[config.mk]
export PLATFORM = sky130hd
export DESIGN_NAME = prim_unpacker
export DESIGN_NICKNAME = d
export VERILOG_FILES = /design/src/rtl/prim_unpacker.sv
export SDC_FILE = /design/constraint.sdc
export NUM_CORES = 1
export LEC_CHECK = 0
export ABC_AREA = 0
export CORE_ASPECT_RATIO = 1.2
export CORE_MARGIN = 1.5
export CORE_UTILIZATION = 33
export CTS_CLUSTER_SIZE = 16
export DETAILED_ROUTE_END_ITERATION = 16
export GPL_TIMING_DRIVEN = 0
export SYNTH_ARGS = -nofsm -noshare
export SYNTH_HDL_FRONTEND = slang
export SYNTH_SLANG_ARGS = --single-unit
[constraint.sdc]
create_clock -name clk_i -period 17.35 [get_ports clk_i]
set_input_delay 5.205 -clock clk_i [delete_from_list [all_inputs] [get_ports clk_i]]
set_output_delay 5.205 -clock clk_i [all_outputs]
set_load 0.02 [all_outputs]
[src/rtl/prim_unpacker.sv]
// rtl/prim_unpacker.sv - masked wide-to-narrow stream unpacker; PRIM_UNPACKER_OUT_REG_EN adds an output register
module prim_unpacker #(
  parameter int unsigned InW          = 32,
  parameter int unsigned OutW         = 8,
  parameter bit          HintByteData = 1'b0
) (
  input  logic            clk_i,
  input  logic            rst_ni,
  input  logic            valid_i,
  input  logic [InW-1:0]  data_i,
  input  logic [InW-1:0]  mask_i,
  output logic            ready_o,
  output logic            valid_o,
  output logic [OutW-1:0] data_o,
  output logic [OutW-1:0] mask_o,
  input  logic            ready_i,
  input  logic            flush_i,
  output logic            flush_done_o
);

  localparam int unsigned Width = InW + OutW;
  localparam int unsigned CntW  = $clog2(Width + 1);
  localparam int unsigned IdxW  = (InW > 1) ? $clog2(InW) : 1;
  localparam logic [CntW-1:0] OutWC  = CntW'(OutW);
  localparam logic [CntW-1:0] WidthC = CntW'(Width);

  typedef enum logic {StIdle, StDrain} fst_e;

  fst_e             fst_q, fst_d;
  logic [Width-1:0] sdata_q, sdata_d, smask_q, smask_d;
  logic [CntW-1:0]  cnt_q, cnt_d, base;
  logic [IdxW-1:0]  lod;
  logic [CntW-1:0]  n_in;
  logic [InW-1:0]   data_aligned, mask_aligned;
  logic             int_valid, ack_in, ack_out, drain_empty, flush_done;

  // Locate the lowest enabled input bit and count the enabled bits
  always_comb begin
    lod  = '0;
    n_in = '0;
    for (int i = int'(InW) - 1; i >= 0; i--) begin
      if (mask_i[i]) lod = IdxW'(i);
    end
    for (int i = 0; i < int'(InW); i++) begin
      n_in = n_in + CntW'(mask_i[i]);
    end
  end

  assign data_aligned = (data_i & mask_i) >> lod;
  assign mask_aligned = mask_i >> lod;

  assign int_valid = (cnt_q >= OutWC) || ((fst_q == StDrain) && (cnt_q != '0));
  assign ready_o   = (cnt_q <= OutWC) && (fst_q == StIdle);
  assign ack_in    = valid_i && ready_o;

`ifdef PRIM_UNPACKER_OUT_REG_EN
  logic            ovalid_q, ovalid_d;
  logic [OutW-1:0] odata_q, odata_d, omask_q, omask_d;

  assign ack_out     = int_valid && (!ovalid_q || ready_i);
  assign drain_empty = !ovalid_q;

  // Output stage refills from storage whenever it is empty or being consumed
  always_comb begin
    ovalid_d = ovalid_q;
    odata_d  = odata_q;
    omask_d  = omask_q;
    if (ack_out) begin
      ovalid_d = 1'b1;
      odata_d  = sdata_q[OutW-1:0];
      omask_d  = smask_q[OutW-1:0];
    end else if (ready_i) begin
      ovalid_d = 1'b0;
      odata_d  = '0;
      omask_d  = '0;
    end
  end

  // Output register state
  always_ff @(posedge clk_i or negedge rst_ni) begin
    if (!rst_ni) begin
      ovalid_q <= 1'b0;
      odata_q  <= '0;
      omask_q  <= '0;
    end else begin
      ovalid_q <= ovalid_d;
      odata_q  <= odata_d;
      omask_q  <= omask_d;
    end
  end

  assign valid_o = ovalid_q;
  assign data_o  = odata_q;
  assign mask_o  = omask_q;
`else
  assign ack_out     = int_valid && ready_i;
  assign drain_empty = 1'b1;
  assign valid_o     = int_valid;
  assign data_o      = sdata_q[OutW-1:0];
  assign mask_o      = smask_q[OutW-1:0];
`endif

  // Shift out consumed chunks, append new bits at the post-shift fill level, run the flush FSM
  always_comb begin
    fst_d      = fst_q;
    flush_done = 1'b0;
    base       = cnt_q;
    sdata_d    = sdata_q;
    smask_d    = smask_q;
    if (ack_out) begin
      base    = (cnt_q > OutWC) ? (cnt_q - OutWC) : '0;
      sdata_d = sdata_q >> OutW;
      smask_d = smask_q >> OutW;
    end
    cnt_d = base;
    if (ack_in) begin
      sdata_d = sdata_d | (Width'(data_aligned) << base);
      smask_d = smask_d | (Width'(mask_aligned) << base);
      cnt_d   = base + n_in;
    end
    case (fst_q)
      StIdle: begin
        if (flush_i) fst_d = StDrain;
      end
      StDrain: begin
        if ((cnt_q == '0) && drain_empty) begin
          flush_done = 1'b1;
          fst_d      = StIdle;
          sdata_d    = '0;
          smask_d    = '0;
          cnt_d      = '0;
        end
      end
      default: fst_d = StIdle;
    endcase
  end

  // Storage, fill counter and flush state
  always_ff @(posedge clk_i or negedge rst_ni) begin
    if (!rst_ni) begin
      fst_q   <= StIdle;
      sdata_q <= '0;
      smask_q <= '0;
      cnt_q   <= '0;
    end else begin
      fst_q   <= fst_d;
      sdata_q <= sdata_d;
      smask_q <= smask_d;
      cnt_q   <= cnt_d;
    end
  end

  assign flush_done_o = flush_done;

  logic mask_contig;
  assign mask_contig = ((mask_aligned & (mask_aligned + InW'(1))) == '0);

  a_mask_contig: assert property (@(posedge clk_i) disable iff (!rst_ni)
    valid_i |-> mask_contig);
  a_cnt_range: assert property (@(posedge clk_i) disable iff (!rst_ni)
    cnt_q <= WidthC);
  a_out_stable: assert property (@(posedge clk_i) disable iff (!rst_ni)
    (valid_o && !ready_i) |=> (valid_o && $stable(data_o) && $stable(mask_o)));
  a_no_flush_with_valid: assert property (@(posedge clk_i) disable iff (!rst_ni)
    !(flush_i && valid_i));
  a_no_valid_in_drain: assert property (@(posedge clk_i) disable iff (!rst_ni)
    (fst_q == StDrain) |-> !valid_i);
  a_flush_enters_drain: assert property (@(posedge clk_i) disable iff (!rst_ni)
    (flush_i && (fst_q == StIdle)) |=> (fst_q == StDrain));
  a_drain_completes: assert property (@(posedge clk_i) disable iff (!rst_ni)
    ((fst_q == StDrain) && (cnt_q == '0) && drain_empty) |-> flush_done_o);
  a_byte_masks: assert property (@(posedge clk_i) disable iff (!rst_ni)
    (HintByteData && valid_i) |-> (((int'(lod) % 8) == 0) && ((int'(n_in) % 8) == 0)));

endmodule
==> results of run 1 <==
worst max-delay path, stage by stage:
cell and delay [ps]:
clkdlybuf4s50_1 550, nand2_1 120, o21a_1 310, clkinv_1 220, clkbuf_1 460, buf_1 450
clkbuf_1 700, clkbuf_1 870, fa_1 630, fa_1 550, fa_1 440, fa_1 530
fa_1 490, fa_1 450, fa_1 480, inv_1 70, a21o_1 120, a21oi_1 80
xor2_1 150, o21ai_0 90
worst min path at each step:
stage / slack, ps / from / end
floorplan: 450 / sdata_q[34]$_DFF_PN0_ / sdata_q[34]$_DFF_PN0_
global placement: 470 / sdata_q[34]$_DFF_PN0_ / sdata_q[34]$_DFF_PN0_
detailed placement: 480 / sdata_q[34]$_DFF_PN0_ / sdata_q[34]$_DFF_PN0_
CTS: 500 / sdata_q[34]$_DFF_PN0_ / sdata_q[34]$_DFF_PN0_
global route: 550 / sdata_q[39]$_DFF_PN0_ / sdata_q[39]$_DFF_PN0_
finish: 490 / sdata_q[34]$_DFF_PN0_ / sdata_q[34]$_DFF_PN0_
kinds of logic (layout without fill, tap and decap cells):
kind of cell,Yosys count,after routing,synth area share [%]
compound gates,770,770,40.08
xor+xnor,5,5,0.3149
fa+ha+maj,40,40,5.003
buf+inv,240,339,8.233
flops,87,87,15.66
mux,101,101,7.945
simple gates,695,695,22.77
cells in the mapped netlist (19+ instances only):
master,count
a22oi_1,25
a211oi_1,63
nor3_1,63
inv_1,47
fa_1,26
a211o_1,23
o211ai_1,67
a21oi_1,136
buf_2,45
nor2_1,167
buf_4,24
a221oi_1,19
o21ai_0,94
o22ai_1,42
dfrtp_1,87
a31oi_1,59
clkbuf_1,98
nand3_1,85
nand2_1,272
mux2i_1,80
power breakdown:
part	internal (mW)	total (mW)	switching, mW
sequential	0.274	0.318	0.0434
combinational	0.624	1.92	1.29
clock	0.130	0.220	0.0893
per-layer routing:
metal,GRT usage [%],wire (um)
met1,46.09,32900
met2,69.80,43310
met3,5.215,5882
met4,37.55,9915
met5,0,0
sequential cells by signal, summed over array words and instances, names as in the netlist:
register,count
sdata_q,40
smask_q,40
cnt_q,6
fst_q,1
cell type report:
cell class	count	share of cell area, %
tap	546	4.335
clock buffer	11	1.540
clock inverter	5	0.5161
timing repair buffer	83	5.367
sequential	87	13.81
inverter	51	1.215
buffer	189	6.050
multi-input combinational	1611	67.16
==> results.cfg, run 1 <==
[setup_path]
arrival_ps = 12970
critPathLaunch = ready_i
reg2reg_depth = 20
regToRegSetupSlack_ps = 8990
reg2reg_from = cnt_q[1]$_DFF_PN0_
regToRegEndpoint = cnt_q[4]$_DFF_PN0_
crit_end = cnt_q[4]$_DFF_PN0_
end_kind = register
worstSetupStartpointType = primary input
worstPathMaxFanout = 10
worstSetupPathType = primary input to register
cp.required_ps = 17550

[final_layout]
antenna_cells_inserted = 0
final_nets = 2141
final_util_pct = 37.83
layout_common_cells = 272 x nand2_1, 167 x nor2_1, 136 x a21oi_1
finalInstanceArea_um2 = 15760
seqCellArea_um2 = 2177
multi_input_area_um2 = 10580
final.fill_count = 4588
drive_gt1_share_pct = 9.180
layout_commonest_cell = nand2_1
final_cells = 2583
area_delta_synth_final_pct = 13.33

[timing]
setup_ws_ps = 4581
rsz0062_at_grt = no
timing.final.crit_share_pct = 73.60
holdWs_ps = 492.3
period_needed_ps = 12770
setup_viol = 0
final_hold_viol_count = 0
skew_ps = 7.689
tns_ps = 0
slew_violations = 0
fmax_ghz = 0.07831
tightestPinTransition_ps = 1432
slew_headroom_pct = 3.541

[route]
ant_nets = 0
vias_per_cell = 6.955
drt-total-wl_mm = 92.01
drc = 0
drt_first_pass_iters = 6
post_drt_wl_per_cell_um = 35.62
dr.first_iter.drc_count = 2119
num_vias = 17970

[yosys]
synth-seq-cells = 87
syn_area_um2 = 13910
synthArstFlopShare_pct = 100.0
ys_seq_area_share_pct = 15.66
synth_area_leaders = dfrtp_1 16%, nand2_1 7.3%, mux2i_1 5.8%, a21oi_1 4.9%, nor2_1 4.5%
syn_area_per_cell_um2 = 7.175
syn_inst = 1938
synth_nets = 2047
synth_edf_count = 0
synth_top_area_cell = dfrtp_1
ys.flop_type = dfrtp_1
ys_warn_count = 0
synth_top_area_share_pct = 15.66
ys_types = 104

[min_path]
hold_path_depth = 2
hold_path.class = register to register

[floorplanning]
num_rows = 82
die-height_um = 227.9
coreArea_um2 = 41660
initial_core_util_pct = 33.38
ios = 88
dieWidth_um = 190.4
dieArea_um2 = 43380

[placement]
port_buffers = 82
dp_cells = 2567
place_congestion = 1.038
pre_cts_ws_ps = 4412
placed_area_um2 = 15430
dpl.hpwl_mm = 74.86

[grt]
grtUsageTotal_pct = 41.78
overflow = 0
grt_pass1_wl_mm = 130.7
antenna_found_initial = 0
grt_max_degree = 66
first_global_vias = 17540

[job]
drv_cap = 0

[clock_network]
clock-sinks = 87
post_cts_resized = 0
cts_root_buffer = clkbuf_16
clockBufferDepth = 2
h-tree-depth = 3
insertion_delay_ps = 370
cts_buffers = 9
hold_buffers = 0
postCtsSetupRepairBufs = 0
cts_tree = done
path_clk_slew_ps = 70

[pwr]
peakVddDrop_mv = 0.1776
power.leakage_nw = 6.095
power.total_mw = 2.454
p_per_area_nw_per_um2 = 155.8

[status]
outcome = completed
Power figures use the tool's default switching activity.
==> inputs of run 2 (changes only) <==
- clock period: 17.35 -> 13.3 ns (I/O delays scaled with it)
==> results of run 2 <==
Same layout as run 1 (identical final DEF). Status: completed.
Main changes from that run: setup slack after placement 4412 ps -> 1577 ps; setup slack after layout 4581 ps -> 1746 ps; register-to-register setup slack 8990 ps -> 4940 ps; total power 2.454 mW -> 3.202 mW; worst IR drop on VDD 0.1776 mV -> 0.2317 mV
==> inputs of run 3 (changes only) <==
- CAP_MARGIN: not set -> 25
==> results.cfg, run 3 (synthesized netlist as in run 1, its figures left out) <==
[timing]
tns_ps = 0
timing.final.crit_share_pct = 86.43
setup_ws_ps = 1805
slew_violations = 0
tightestPinTransition_ps = 1191
skew_ps = 6.869
holdWs_ps = 492.6
slew_headroom_pct = 20.60
period_needed_ps = 11490
fmax_ghz = 0.08700
final_hold_viol_count = 0
rsz0062_at_grt = no
setup_viol = 0

[floorplanning]
coreArea_um2 = 41660
die-height_um = 227.9
dieWidth_um = 190.4
ios = 88
dieArea_um2 = 43380
initial_core_util_pct = 33.38
num_rows = 82

[clock_network]
clockBufferDepth = 2
cts_tree = done
postCtsSetupRepairBufs = 0
post_cts_resized = 0
clock-sinks = 87
h-tree-depth = 3
hold_buffers = 0
path_clk_slew_ps = 70
cts_root_buffer = clkbuf_16
insertion_delay_ps = 370
cts_buffers = 9

[setup_path]
reg2reg_depth = 20
critical_path.max_stage_delay_ps = 810
worstSetupPathType = primary input to register
regToRegEndpoint = cnt_q[4]$_DFF_PN0_
path_cells = clkdlybuf4s50_1 > nand2_1 > o21a_1 > clkinv_1 > clkbuf_1 > buf_1 > clkbuf_1 > clkbuf_1 > fa_1 > fa_1 > fa_1 > fa_1 > fa_1 > fa_1 > fa_1 > inv_1 > a21o_1 > a21oi_1 > xor2_1 > o21ai_0
regToRegSetupSlack_ps = 4960
critPathTopFamily = adder cells
cp_num_buf_inv = 7
slowest_stage = clkbuf_1
worstSetupStartpointType = primary input
cp.required_ps = 13510
worstPathMaxFanout = 10
reg2reg_from = cnt_q[1]$_DFF_PN0_
cp_common_cell = fa_1
arrival_ps = 11700
end_kind = register

[pwr]
power.leakage_nw = 6.110
power.total_mw = 3.193
p_clk_share_pct = 9.0
p_sw_mw = 1.852
peakVddDrop_mv = 0.2335
p_per_area_nw_per_um2 = 202.3
p_int_mw = 1.342
swShare_pct = 57.99
pwr-share-seq_pct = 13.0
combPwrFrac_pct = 78.0

[route]
post_drt_wl_per_cell_um = 35.41
dr.first_iter.drc_count = 2011
vias_per_cell = 6.905
num_vias = 17860
drc = 0
drt_first_pass_iters = 8
ant_nets = 0
drt-total-wl_mm = 91.58

[final_layout]
layout_common_cells = 272 x nand2_1, 167 x nor2_1, 136 x a21oi_1
final.fill_count = 4606
final_util_pct = 37.90
drive_gt1_share_pct = 9.314
finalInstanceArea_um2 = 15790
area_delta_synth_final_pct = 13.51
layout_commonest_cell = nand2_1
final_nets = 2144
top_regs = sdata_q (40), smask_q (40), cnt_q (6)
final_cells = 2586
antenna_cells_inserted = 0

[min_path]
min_to = sdata_q[34]$_DFF_PN0_
hp-start = sdata_q[34]$_DFF_PN0_
hold_path.class = register to register
hold_path_depth = 2

[placement]
placed_area_um2 = 15460
port_buffers = 82
dpl.hpwl_mm = 74.75
place_congestion = 1.038
pre_cts_ws_ps = 1602
dp_cells = 2570

[grt]
grt_max_degree = 66
first_global_vias = 17560
antenna_found_initial = 0
overflow = 0
grtUsageTotal_pct = 41.61
grt_pass1_wl_mm = 130.1

[job]
drv_cap = 0

[status]
outcome = completed
run 3: routing by layer:
metal  wire length [um]  global-route usage, %
met5                  0                      0
met4               9788                  36.96
met3               5946                  5.323
met2              43220                  70.11
met1              32620                  45.48
run 3: area by class of cell:
cell class	count	area, um^2	share of cell area, %
multi-input combinational	1611	10580	67.05
clock inverter	5	81.33	0.5152
timing repair buffer	86	872.1	5.525
inverter	51	191.4	1.213
sequential	87	2177	13.79
tap	546	683.2	4.328
buffer	189	953.4	6.040
clock buffer	11	242.7	1.538
run 3: worst register-to-register path, stage by stage, from the launching register on:
cell	delay, ps
dfrtp_1	510
nor3_1	470
a21oi_1	170
o21a_1	300
clkinv_1	220
clkbuf_1	450
buf_1	460
clkbuf_1	740
clkbuf_1	810
fa_1	620
fa_1	550
fa_1	440
fa_1	540
fa_1	480
fa_1	450
fa_1	480
inv_1	80
a21o_1	110
a21oi_1	80
xor2_1	160
o21ai_0	90
run 3: worst max path at each step:
| stage | start | depth (start not counted) | to |
|---|---|---|---|
| 6_report | ready_i | 20 | cnt_q[4]$_DFF_PN0_ |
| 5_1_grt | ready_i | 20 | cnt_q[4]$_DFF_PN0_ |
| 4_1_cts | ready_i | 20 | cnt_q[4]$_DFF_PN0_ |
| 3_5_place_dp | ready_i | 20 | cnt_q[4]$_DFF_PN0_ |
| 3_3_place_gp | ready_i | 20 | cnt_q[4]$_DFF_PN0_ |
| 2_1_floorplan | ready_i | 19 | cnt_q[4]$_DFF_PN0_ |
run 3: power by group through the flow:
| stage | clock, mW | sequential [mW] | combinational (mW) |
|---|---|---|---|
| after global placement | 0 | 0.414 | 2.39 |
| after CTS | 0.288 | 0.412 | 2.42 |
| after detailed placement | 0 | 0.416 | 2.40 |
| after floorplan | 0 | 0.398 | 1.50 |
| final | 0.287 | 0.415 | 2.49 |
| after global routing | 0.299 | 0.424 | 2.64 |
